<file path="src/rtl/adc_spi_reg_reader_if.sv">
// Request/response handshake and 3-wire SPI pins of the ADC register reader.
// The master modport is the reader itself; slave is the requester/pad side.
interface adc_spi_reg_reader_if #(
  parameter int ADDR_WIDTH = 13,
  parameter int DATA_WIDTH = 8
);
  logic                  start;
  logic [ADDR_WIDTH-1:0] addr;
  logic                  busy;
  logic                  done;
  logic [DATA_WIDTH-1:0] rd_data;
  logic                  spi_sclk;
  logic                  spi_csb;
  logic                  spi_sdio_out;
  logic                  spi_sdio_oe;
  logic                  spi_sdio_in;

  modport master (
    input  start, addr, spi_sdio_in,
    output busy, done, rd_data, spi_sclk, spi_csb, spi_sdio_out, spi_sdio_oe
  );

  modport slave (
    output start, addr, spi_sdio_in,
    input  busy, done, rd_data, spi_sclk, spi_csb, spi_sdio_out, spi_sdio_oe
  );
endinterface

</file>
<file path="src/rtl/adc_spi_reg_reader.sv">
// Read-side master for the ADC 3-wire SPI config port: sends a 16-bit read
// instruction, turns SDIO around and shifts in one register byte.
module adc_spi_reg_reader #(
  parameter int CLK_DIV    = 10,
  parameter int ADDR_WIDTH = 13,
  parameter int DATA_WIDTH = 8
) (
  input  logic                 clk,
  input  logic                 reset_n,
  adc_spi_reg_reader_if.master bus
);
  localparam int INSTR_W = ADDR_WIDTH + 3;
  localparam int CNT_W   = $clog2(CLK_DIV);
  localparam int BIT_W   = $clog2((INSTR_W > DATA_WIDTH) ? INSTR_W : DATA_WIDTH);

  typedef enum logic [2:0] {S_IDLE, S_SETUP, S_INSTR, S_DATA, S_HOLD, S_GAP} state_e;

  state_e                 state_q, state_d;
  logic [CNT_W-1:0]       cnt_q, cnt_d;
  logic [BIT_W-1:0]       bit_q, bit_d;
  logic                   sclk_q, sclk_d;
  logic                   csb_q, csb_d;
  logic                   oe_q, oe_d;
  logic                   sdo_q, sdo_d;
  logic                   busy_q, busy_d;
  logic                   done_q, done_d;
  logic [INSTR_W-1:0]     instr_q, instr_d;
  logic [DATA_WIDTH-1:0]  rx_q, rx_d;
  logic [DATA_WIDTH-1:0]  rd_data_q, rd_data_d;

  logic phase_end, accept, last_instr_bit, last_data_bit;

  assign phase_end      = (cnt_q == CNT_W'(CLK_DIV - 1));
  assign accept         = (state_q == S_IDLE) && bus.start;
  assign last_instr_bit = (bit_q == BIT_W'(INSTR_W - 1));
  assign last_data_bit  = (bit_q == BIT_W'(DATA_WIDTH - 1));

  // NOTE: every register, shift registers included, is cleared by the async reset so an abort leaves no stale data.
  always_ff @(posedge clk or negedge reset_n) begin
    if (!reset_n) begin
      state_q   <= S_IDLE;
      cnt_q     <= '0;
      bit_q     <= '0;
      sclk_q    <= 1'b0;
      csb_q     <= 1'b1;
      oe_q      <= 1'b0;
      sdo_q     <= 1'b0;
      busy_q    <= 1'b0;
      done_q    <= 1'b0;
      instr_q   <= '0;
      rx_q      <= '0;
      rd_data_q <= '0;
    end else begin
      // NOTE: non-blocking assignments so every register samples pre-edge values.
      state_q   <= state_d;
      cnt_q     <= cnt_d;
      bit_q     <= bit_d;
      sclk_q    <= sclk_d;
      csb_q     <= csb_d;
      oe_q      <= oe_d;
      sdo_q     <= sdo_d;
      busy_q    <= busy_d;
      done_q    <= done_d;
      instr_q   <= instr_d;
      rx_q      <= rx_d;
      rd_data_q <= rd_data_d;
    end
  end

  // The accept cycle counts as the first SETUP cycle, hence cnt starts at 1.
  always_comb begin
    // NOTE: defaults first so no path through the case leaves a variable unassigned (no latches).
    state_d = state_q;
    cnt_d   = phase_end ? '0 : cnt_q + CNT_W'(1);
    bit_d   = bit_q;
    unique case (state_q)
      S_IDLE: begin
        cnt_d = '0;
        if (bus.start) begin
          state_d = S_SETUP;
          cnt_d   = CNT_W'(1);
          bit_d   = '0;
        end
      end
      S_SETUP: if (phase_end) state_d = S_INSTR;
      S_INSTR: if (phase_end && sclk_q) begin
        if (last_instr_bit) begin
          state_d = S_DATA;
          bit_d   = '0;
        end else begin
          bit_d = bit_q + BIT_W'(1);
        end
      end
      S_DATA: if (phase_end && sclk_q) begin
        if (last_data_bit) begin
          state_d = S_HOLD;
          bit_d   = '0;
        end else begin
          bit_d = bit_q + BIT_W'(1);
        end
      end
      S_HOLD:  if (phase_end) state_d = S_GAP;
      S_GAP:   if (phase_end) state_d = S_IDLE;
      default: state_d = S_IDLE;
    endcase
  end

  always_comb begin
    sclk_d    = sclk_q;
    csb_d     = csb_q;
    oe_d      = oe_q;
    sdo_d     = sdo_q;
    busy_d    = busy_q;
    done_d    = 1'b0;
    instr_d   = instr_q;
    rx_d      = rx_q;
    rd_data_d = rd_data_q;
    unique case (state_q)
      S_IDLE: if (accept) begin
        instr_d = {1'b1, 2'b00, bus.addr};
        sdo_d   = instr_d[INSTR_W-1];
        csb_d   = 1'b0;
        oe_d    = 1'b1;
        busy_d  = 1'b1;
        sclk_d  = 1'b0;
      end
      S_INSTR: if (phase_end) begin
        sclk_d = ~sclk_q;
        if (sclk_q) begin
          // Falling edge after the last instruction bit releases SDIO to the ADC.
          if (last_instr_bit) begin
            oe_d  = 1'b0;
            sdo_d = 1'b0;
          end else begin
            instr_d = instr_q << 1;
            sdo_d   = instr_q[INSTR_W-2];
          end
        end
      end
      S_DATA: if (phase_end) begin
        sclk_d = ~sclk_q;
        if (!sclk_q) rx_d = {rx_q[DATA_WIDTH-2:0], bus.spi_sdio_in};
      end
      S_HOLD: if (phase_end) begin
        csb_d     = 1'b1;
        done_d    = 1'b1;
        rd_data_d = rx_q;
      end
      S_GAP:   if (phase_end) busy_d = 1'b0;
      default: ;
    endcase
  end

  // busy includes the accept cycle so a held start relaunches straight from the IDLE cycle.
  assign bus.busy         = busy_q | accept;
  assign bus.done         = done_q;
  assign bus.rd_data      = rd_data_q;
  assign bus.spi_sclk     = sclk_q;
  assign bus.spi_csb      = csb_q;
  assign bus.spi_sdio_out = sdo_q;
  assign bus.spi_sdio_oe  = oe_q;
endmodule

</file>
<file path="src/flat_wrapper.sv">
// flat-port wrapper written by rule: the top's interface ports become plain ports
module adc_spi_reg_reader_flat 
#(
  parameter int CLK_DIV    = 10,
  parameter int ADDR_WIDTH = 13,
  parameter int DATA_WIDTH = 8
)
  (clk, reset_n, bus_start, bus_addr, bus_spi_sdio_in, bus_busy, bus_done, bus_rd_data, bus_spi_sclk, bus_spi_csb, bus_spi_sdio_out, bus_spi_sdio_oe);
  adc_spi_reg_reader_if #(.ADDR_WIDTH(ADDR_WIDTH), .DATA_WIDTH(DATA_WIDTH)) bus_i ();
  input  logic clk;
  input  logic reset_n;
  input wire logic [$bits(bus_i.start)-1:0] bus_start;
  input wire logic [$bits(bus_i.addr)-1:0] bus_addr;
  input wire logic [$bits(bus_i.spi_sdio_in)-1:0] bus_spi_sdio_in;
  output wire logic [$bits(bus_i.busy)-1:0] bus_busy;
  output wire logic [$bits(bus_i.done)-1:0] bus_done;
  output wire logic [$bits(bus_i.rd_data)-1:0] bus_rd_data;
  output wire logic [$bits(bus_i.spi_sclk)-1:0] bus_spi_sclk;
  output wire logic [$bits(bus_i.spi_csb)-1:0] bus_spi_csb;
  output wire logic [$bits(bus_i.spi_sdio_out)-1:0] bus_spi_sdio_out;
  output wire logic [$bits(bus_i.spi_sdio_oe)-1:0] bus_spi_sdio_oe;
  assign bus_i.start = bus_start;
  assign bus_i.addr = bus_addr;
  assign bus_i.spi_sdio_in = bus_spi_sdio_in;
  assign bus_busy = bus_i.busy;
  assign bus_done = bus_i.done;
  assign bus_rd_data = bus_i.rd_data;
  assign bus_spi_sclk = bus_i.spi_sclk;
  assign bus_spi_csb = bus_i.spi_csb;
  assign bus_spi_sdio_out = bus_i.spi_sdio_out;
  assign bus_spi_sdio_oe = bus_i.spi_sdio_oe;
  adc_spi_reg_reader #(.CLK_DIV(CLK_DIV), .ADDR_WIDTH(ADDR_WIDTH), .DATA_WIDTH(DATA_WIDTH)) u_core (.clk(clk), .reset_n(reset_n), .bus(bus_i));
endmodule
</file>
<file path="config.mk">
export PLATFORM = sky130hd
export DESIGN_NAME = adc_spi_reg_reader_flat
export DESIGN_NICKNAME = d
export VERILOG_FILES = /design/src/rtl/adc_spi_reg_reader_if.sv /design/src/rtl/adc_spi_reg_reader.sv /design/src/flat_wrapper.sv
export SDC_FILE = /design/constraint.sdc
export NUM_CORES = 1
export LEC_CHECK = 0
export BUFFER_PORTS_ARGS = -buffer_cell sky130_fd_sc_hd__buf_2
export CAP_MARGIN = 20
export CORE_MARGIN = 2
export CORE_UTILIZATION = 28
export CTS_CLUSTER_DIAMETER = 50
export DETAILED_ROUTE_END_ITERATION = 6
export HOLD_SLACK_MARGIN = 0.1
export PLACE_DENSITY = 0.51
export REMOVE_ABC_BUFFERS = 1
export SLEW_MARGIN = 20
export SYNTH_ARGS = -nofsm -noshare
export SYNTH_HDL_FRONTEND = slang
export SYNTH_SLANG_ARGS = --single-unit
</file>
<file path="constraint.sdc">
create_clock -name clk -period 2.2 [get_ports clk]
set_input_delay 0.11 -clock clk [delete_from_list [all_inputs] [get_ports clk]]
set_output_delay 0.11 -clock clk [all_outputs]
set_load 0.01 [all_outputs]
</file>
==> metrics, run 1 <==
CTS max path bufs=2; Net Sw Frac=0.344; Initial Utilization=0.290; synthesis-stage register bit count=48; NetSw=1.06 mW; area of the multi-input gates=990 um^2; sequential share of power=0.438; Buffers & Inverters on Critical Path=0; Site Rows=32; dpl cell area=2500 um^2; sequential area share after synthesis=0.536; WS Path Type=flop to flop; htree depth=2; Mapped Avg Cell Area=11.9 um^2; hold path cells=3; post-synthesis async set-or-reset flop share=1.00; synth unique cells=43; via count=1,510; crit end category=flop; initial antenna violation count=0; min cycle time layout=1.96 ns; status=completed; clk_lat worst skew=0.30 ns; area grow syn2layout=24.3%; reg-to-reg slack, setup=0.24 ns; Clk pwr share=0.253; share of cells above drive strength 1=0.308; YS warnings=0; final setup vio count=0; fmax=0.510 GHz; clock-pin slew on the worst setup and hold paths=0.10 ns; Seq. cell area=1200 um^2; CTS Buf Count=5; Sum Neg Setup Slack=0 ns; Die Y=93.5 um; Total Die Area=8740 um^2; Clock Skew=0.00587 ns; RSZ-0062 raised after global routing=false; Final Cell Area=2790 um^2; final worst slack=0.239 ns; max_cap viols=0; Clk Tree Root Cell=clkbuf_8; first-pass GRT wire length=7270 um; Critical Path Start Type=flop; Hold Worst Slack=0.108 ns; FF-to-FF path depth=4; hold crit path type=primary input to flop; total wire length=4210 um; DRT Pass-1 Iters=4; worst flop-to-flop path endpoint=u_core.state_q[2]$_DFFE_PN0P_; post-placement setup slack=0.0718 ns; core area=7730 um^2; average wire per standard cell=12.5 um; critical path fanouts, max=16; Worst slew margin=0.569; vias in the first global route=1,479; Port Buffers=30; TritonCTS clock tree=done; Post-Synthesis Cells=188; worst-path cell chain=xor2_1 > a31oi_2 > nor4_4 > mux2_1; width of the die=93.5 um; largest net degree at the start of global routing=49; HPWL after DPL=2830 um; antenna-violating nets left=0; dominant synthesized flop cell=dfrtp_1; Max IR drop VDD=0.435 mV; drt initial violations=55; final slew viol count=0; DRC Markers=0; Ports=31; gr usage total=0.105; post-route clock period utilization=0.891; CP max stage cell=dfrtp_1; # fillers=772; Final Hold Vio Count=0; number of flops mapped to enable cells by yosys=0; P_int=2.02 mW; Mapped Area=2240 um^2; critical path's largest stage delay=0.73 ns; Top delay family on crit path=flip-flops; nets@finish=253; pwr dens=1100 nW/um^2; Hold Path End=u_core.instr_q[12]$_DFFE_PN0P_; clock sinks=48; Slew @ Worst Pin=0.644 ns; Logic pwr share=0.309; worst path required time=2.39 ns; CP Data Arrival Time=2.15 ns; worst r2r src=u_core.state_q[0]$_DFFE_PN0P_; diodes inserted=0; Remaining Overflow, GRT=0; Lkg Pwr=1.28 nW; hold wc startpoint=bus_addr[12]; Final GP Congestion=0.670; vias per cell=4.49
## state kept, by name, indices dropped and copies added, names as in the netlist
signal / cells
u_core.bus.spi_sdio_out: 1
u_core.instr_q: 15
u_core.rx_q: 8
u_core.cnt_q: 4
u_core.busy_q: 1
u_core.bus.done: 1
u_core.bus.spi_csb: 1
u_core.bus.spi_sclk: 1
u_core.bit_q: 4
u_core.bus.rd_data: 8
u_core.bus.spi_sdio_oe: 1
u_core.state_q: 3
## through the flow
stage / total power [mW] / cells / util
after floorplan: 2.03 / 180 / -
after global placement: 2.28 / 315 / 0.324
after detailed placement: 2.29 / 315 / 0.324
after CTS: 3.10 / 336 / 0.358
after global routing: 3.32 / 336 / 0.361
final: 3.08 / 336 / 0.361
## layout by cell type (no fill, tap or decap), drive strengths merged, types with 3 or more instances in the layout
cell         instances
o21ai               22
nand2               19
nor2                 9
buf                 33
inv                  5
dlygate4sd3         13
mux2i               12
dfrtp               47
mux2                20
nand3                9
a21oi                3
clkbuf               5
ha                   3
xor2                 3
## cells in the mapped netlist (2+ instances only)
cell	count	share of area
o21ai_1	12	0.027
xor2_1	3	0.012
nand3_1	8	0.018
nand3b_1	2	0.0067
mux2_2	17	0.085
dfrtp_1	47	0.52
nand2b_1	2	0.0056
inv_1	4	0.0067
ha_1	3	0.017
mux2i_1	12	0.054
buf_2	5	0.011
nand2_1	19	0.032
a22o_1	2	0.0078
mux2_1	3	0.015
o21ai_0	10	0.022
nor2_1	9	0.015
buf_6	2	0.010
a21oi_1	2	0.0045
xnor2_1	2	0.0078
## kinds of logic (layout without fill, tap and decap cells)
| family | after synthesis | after routing | synth area share |
|---|---|---|---|
| AO/OA/AOI/OAI | 34 | 34 | 0.0987 |
| XOR/XNOR | 5 | 5 | 0.0195 |
| adder cells (fa/ha/maj) | 3 | 3 | 0.0167 |
| buffers and inverters | 12 | 58 | 0.0312 |
| flip-flops | 48 | 48 | 0.536 |
| multiplexers | 32 | 32 | 0.154 |
| AND/OR/NAND/NOR | 54 | 54 | 0.144 |
## routing by layer
metal  track usage  part of all wire  up-vias
li1              -                 -      751
met1         0.151              0.51      732
met2         0.154              0.45       25
met3        0.0258             0.038        2
met4        0.0331            0.0069        0
met5             0                 0        -
## area by class of cell
type,count,share of cell area
Clock buffer,5,0.0247
Clock inverter,3,0.0247
Inverter,4,0.00539
Multi-Input combinational cell,128,0.355
Sequential cell,48,0.431
Tap cell,102,0.0458
Timing Repair Buffer,46,0.113
## timing repair
action	CTS	global route
buffers inserted	0	0
setup endpoints to repair	0	12
gates resized for setup	0	3
hold buffers	13	0
endpoints found under the hold margin	60	0
## worst register-to-register path, stage by stage (launching register included)
cell and delay [ns]:
dfrtp_1 0.73, xor2_1 0.24, a31oi_2 0.16, nor4_4 0.36, mux2_1 0.36
## worst max-delay path by stage
stage,from,end,slack [ns],cells after the start
final,u_core.state_q[0]$_DFFE_PN0P_,u_core.state_q[2]$_DFFE_PN0P_,0.24,4
after global routing,u_core.state_q[0]$_DFFE_PN0P_,u_core.state_q[0]$_DFFE_PN0P_,0.11,4
after CTS,u_core.cnt_q[0]$_DFF_PN0_,u_core.instr_q[6]$_DFFE_PN0P_,0.06,4
after detailed placement,u_core.cnt_q[0]$_DFF_PN0_,u_core.instr_q[6]$_DFFE_PN0P_,0.07,4
after global placement,u_core.cnt_q[0]$_DFF_PN0_,u_core.instr_q[7]$_DFFE_PN0P_,0.15,4
after floorplan,u_core.state_q[1]$_DFFE_PN0P_,u_core.instr_q[10]$_DFFE_PN0P_,0.09,4
## power by group through the flow
stage               Clock, mW  Sequential [mW]  Combinational (mW)
floorplan                   0             1.31               0.713
global placement            0             1.36               0.913
detailed placement          0             1.36               0.929
CTS                     0.801             1.35               0.950
global route            0.840             1.39                1.08
finish                  0.779             1.35               0.949
Note: power is estimated with default switching activity, not from simulation.
==> run 2: changes to the inputs <==
--- a/config.mk
+++ b/config.mk
@@ -13,7 +13,6 @@
 export DETAILED_ROUTE_END_ITERATION = 6
 export HOLD_SLACK_MARGIN = 0.1
 export PLACE_DENSITY = 0.51
-export REMOVE_ABC_BUFFERS = 1
 export SLEW_MARGIN = 20
 export SYNTH_ARGS = -nofsm -noshare
 export SYNTH_HDL_FRONTEND = slang
==> metrics, run 2 (synthesis gave the netlist of run 1 again) <==
Worst slew margin=0.564 (was 0.569); Site Rows=32 (unchanged); worst-path cell chain=inv_1 > ha_1 > and3b_1 > a21oi_4 > nor4_4 > mux2_1 (was xor2_1 > a31oi_2 > nor4_4 > mux2_1); status=completed (unchanged); area grow syn2layout=22.5% (was 24.3%); share of cells above drive strength 1=0.302 (was 0.308); drt initial violations=65 (was 55); Top delay family on crit path=simple AND/OR/NAND/NOR gates (was flip-flops); max reg flops=15 (unchanged); nets@finish=254 (was 253); diodes inserted=0 (unchanged); Sum Neg Setup Slack=0 ns (unchanged); antenna-violating nets left=0 (unchanged); min cycle time layout=2.01 ns (was 1.96 ns); critical path fanouts, max=6 (was 16); core area=7730 um^2 (unchanged); gr usage total=0.104 (was 0.105); largest net degree at the start of global routing=34 (was 49); CP max stage cell=dfrtp_1 (unchanged); Total Die Area=8740 um^2 (unchanged); TritonCTS clock tree=done (unchanged); hold crit path type=primary input to flop (unchanged); Final GP Congestion=0.765 (was 0.670); Ports=31 (unchanged); vias per cell=4.45 (was 4.49); Critical Path Start Type=flop (unchanged); Die Y=93.5 um (unchanged); CTS Buf Count=5 (unchanged); post-route clock period utilization=0.915 (was 0.891); final slew viol count=0 (unchanged); DRT Pass-1 Iters=4 (unchanged); crit end category=flop (unchanged); clk_lat worst skew=0.29 ns (was 0.30 ns); Largest Register=u_core.instr_q (unchanged); # fillers=782 (was 772); Clock Skew=0.00478 ns (was 0.00587 ns); CTS max path bufs=2 (unchanged); Remaining Overflow, GRT=0 (unchanged); Initial Utilization=0.290 (unchanged); max_cap viols=0 (unchanged); htree depth=2 (unchanged); average wire per standard cell=12.8 um (was 12.5 um); clock sinks=48 (unchanged); most frequent cells in the layout=dfrtp_1 (47), buf_2 (30), nand2_1 (19) (unchanged); Max IR drop VDD=0.400 mV (was 0.435 mV); vias in the first global route=1,457 (was 1,479); dpl cell area=2500 um^2 (about the same); initial antenna violation count=0 (unchanged); Seq. cell area=1200 um^2 (unchanged); CP Data Arrival Time=2.20 ns (was 2.15 ns); critical path's largest stage delay=0.41 ns (was 0.73 ns); post-layout util=0.356 (was 0.361); DRC Markers=0 (unchanged); WS Path Type=flop to flop (unchanged); worst path required time=2.38 ns (was 2.39 ns); area of the multi-input gates=982 um^2 (was 990 um^2); Slew @ Worst Pin=0.651 ns (was 0.644 ns); Final Hold Vio Count=0 (unchanged); Buffers & Inverters on Critical Path=1 (was 0); HPWL after DPL=3010 um (was 2830 um); Final Cell Area=2750 um^2 (was 2790 um^2); first-pass GRT wire length=7310 um (was 7270 um); fmax=0.497 GHz (was 0.510 GHz); clock-pin slew on the worst setup and hold paths=0.09 ns (was 0.10 ns); Port Buffers=30 (unchanged); pwr dens=1060 nW/um^2 (was 1100 nW/um^2); syn nets=208; RSZ-0062 raised after global routing=false (unchanged); commonest non-fill, non-tap cell in the layout=dfrtp_1 (unchanged); Clk Tree Root Cell=clkbuf_8 (unchanged); Lkg Pwr=1.27 nW (was 1.28 nW); final setup vio count=0 (unchanged); via count=1,501 (was 1,510); width of the die=93.5 um (unchanged); total wire length=4310 um (was 4210 um)
==> run 2: through the flow <==
| step | std cells | worst slack (ns) | power [mW] | hold slack, ns |
|---|---|---|---|---|
| detailed placement | 316 | 0.0991 | 2.29 | 0.0658 |
| finish | 337 | 0.187 | 2.92 | 0.106 |
| floorplan | 188 | 0.461 | 2.09 | -0.186 |
| global route | 337 | 0.0436 | 3.16 | 0.111 |
| global placement | 316 | 0.181 | 2.28 | 0.0608 |
| CTS | 337 | 0.0915 | 2.96 | 0.101 |
==> run 2: per-layer routing <==
metal  track usage  wire [um]  vias up
li1              -          -      750
met3        0.0250        123        2
met2         0.162       2000       19
met5             0          0        -
met4        0.0184          8        0
met1         0.149       2180      730
==> run 2: final cells by class <==
class                   count  share of cell area
clock buffers               5              0.0250
flip-flops and latches     48               0.437
well taps                 102              0.0464
inverters                   4             0.00546
repair buffers             47               0.113
multi-input cells         128               0.357
clock inverters             3              0.0155
==> run 2: worst min-delay path: stages <==
cell	delay, ns
buf_2	0.08
mux2i_1	0.06
o21ai_1	0.11
==> run 2: what timing repair did <==
item	4_1_cts	5_1_grt
endpoints found under the hold margin	27	0
gates resized for setup	0	1
buffers inserted	0	0
hold buffers	13	0
endpoints found under the setup margin	0	11
==> run 2: report_power, final <==
group	switching (mW)	internal (mW)	leakage (nW)
clock	0.301	0.337	0.0541
sequential	0.243	1.10	0.617
combinational	0.481	0.458	0.597
==> run 2: worst paths after layout <==
path	from	end	slack, ns	depth (start not counted)
setup / recovery	u_core.cnt_q[1]$_DFF_PN0_	u_core.state_q[0]$_DFFE_PN0P_	0.19	6
hold reg to reg	u_core.bus.spi_csb$_DFFE_PN1P_	u_core.bus.spi_csb$_DFFE_PN1P_	0.47	2
hold / removal	bus_addr[1]	u_core.instr_q[1]$_DFFE_PN0P_	0.11	3
setup reg to reg	u_core.cnt_q[1]$_DFF_PN0_	u_core.state_q[0]$_DFFE_PN0P_	0.19	6
max in group asynchronous	reset_n	u_core.bus.spi_csb$_DFFE_PN1P_	1.15	3
min in group asynchronous	reset_n	u_core.bus.spi_sdio_oe$_DFFE_PN0P_	0.26	2
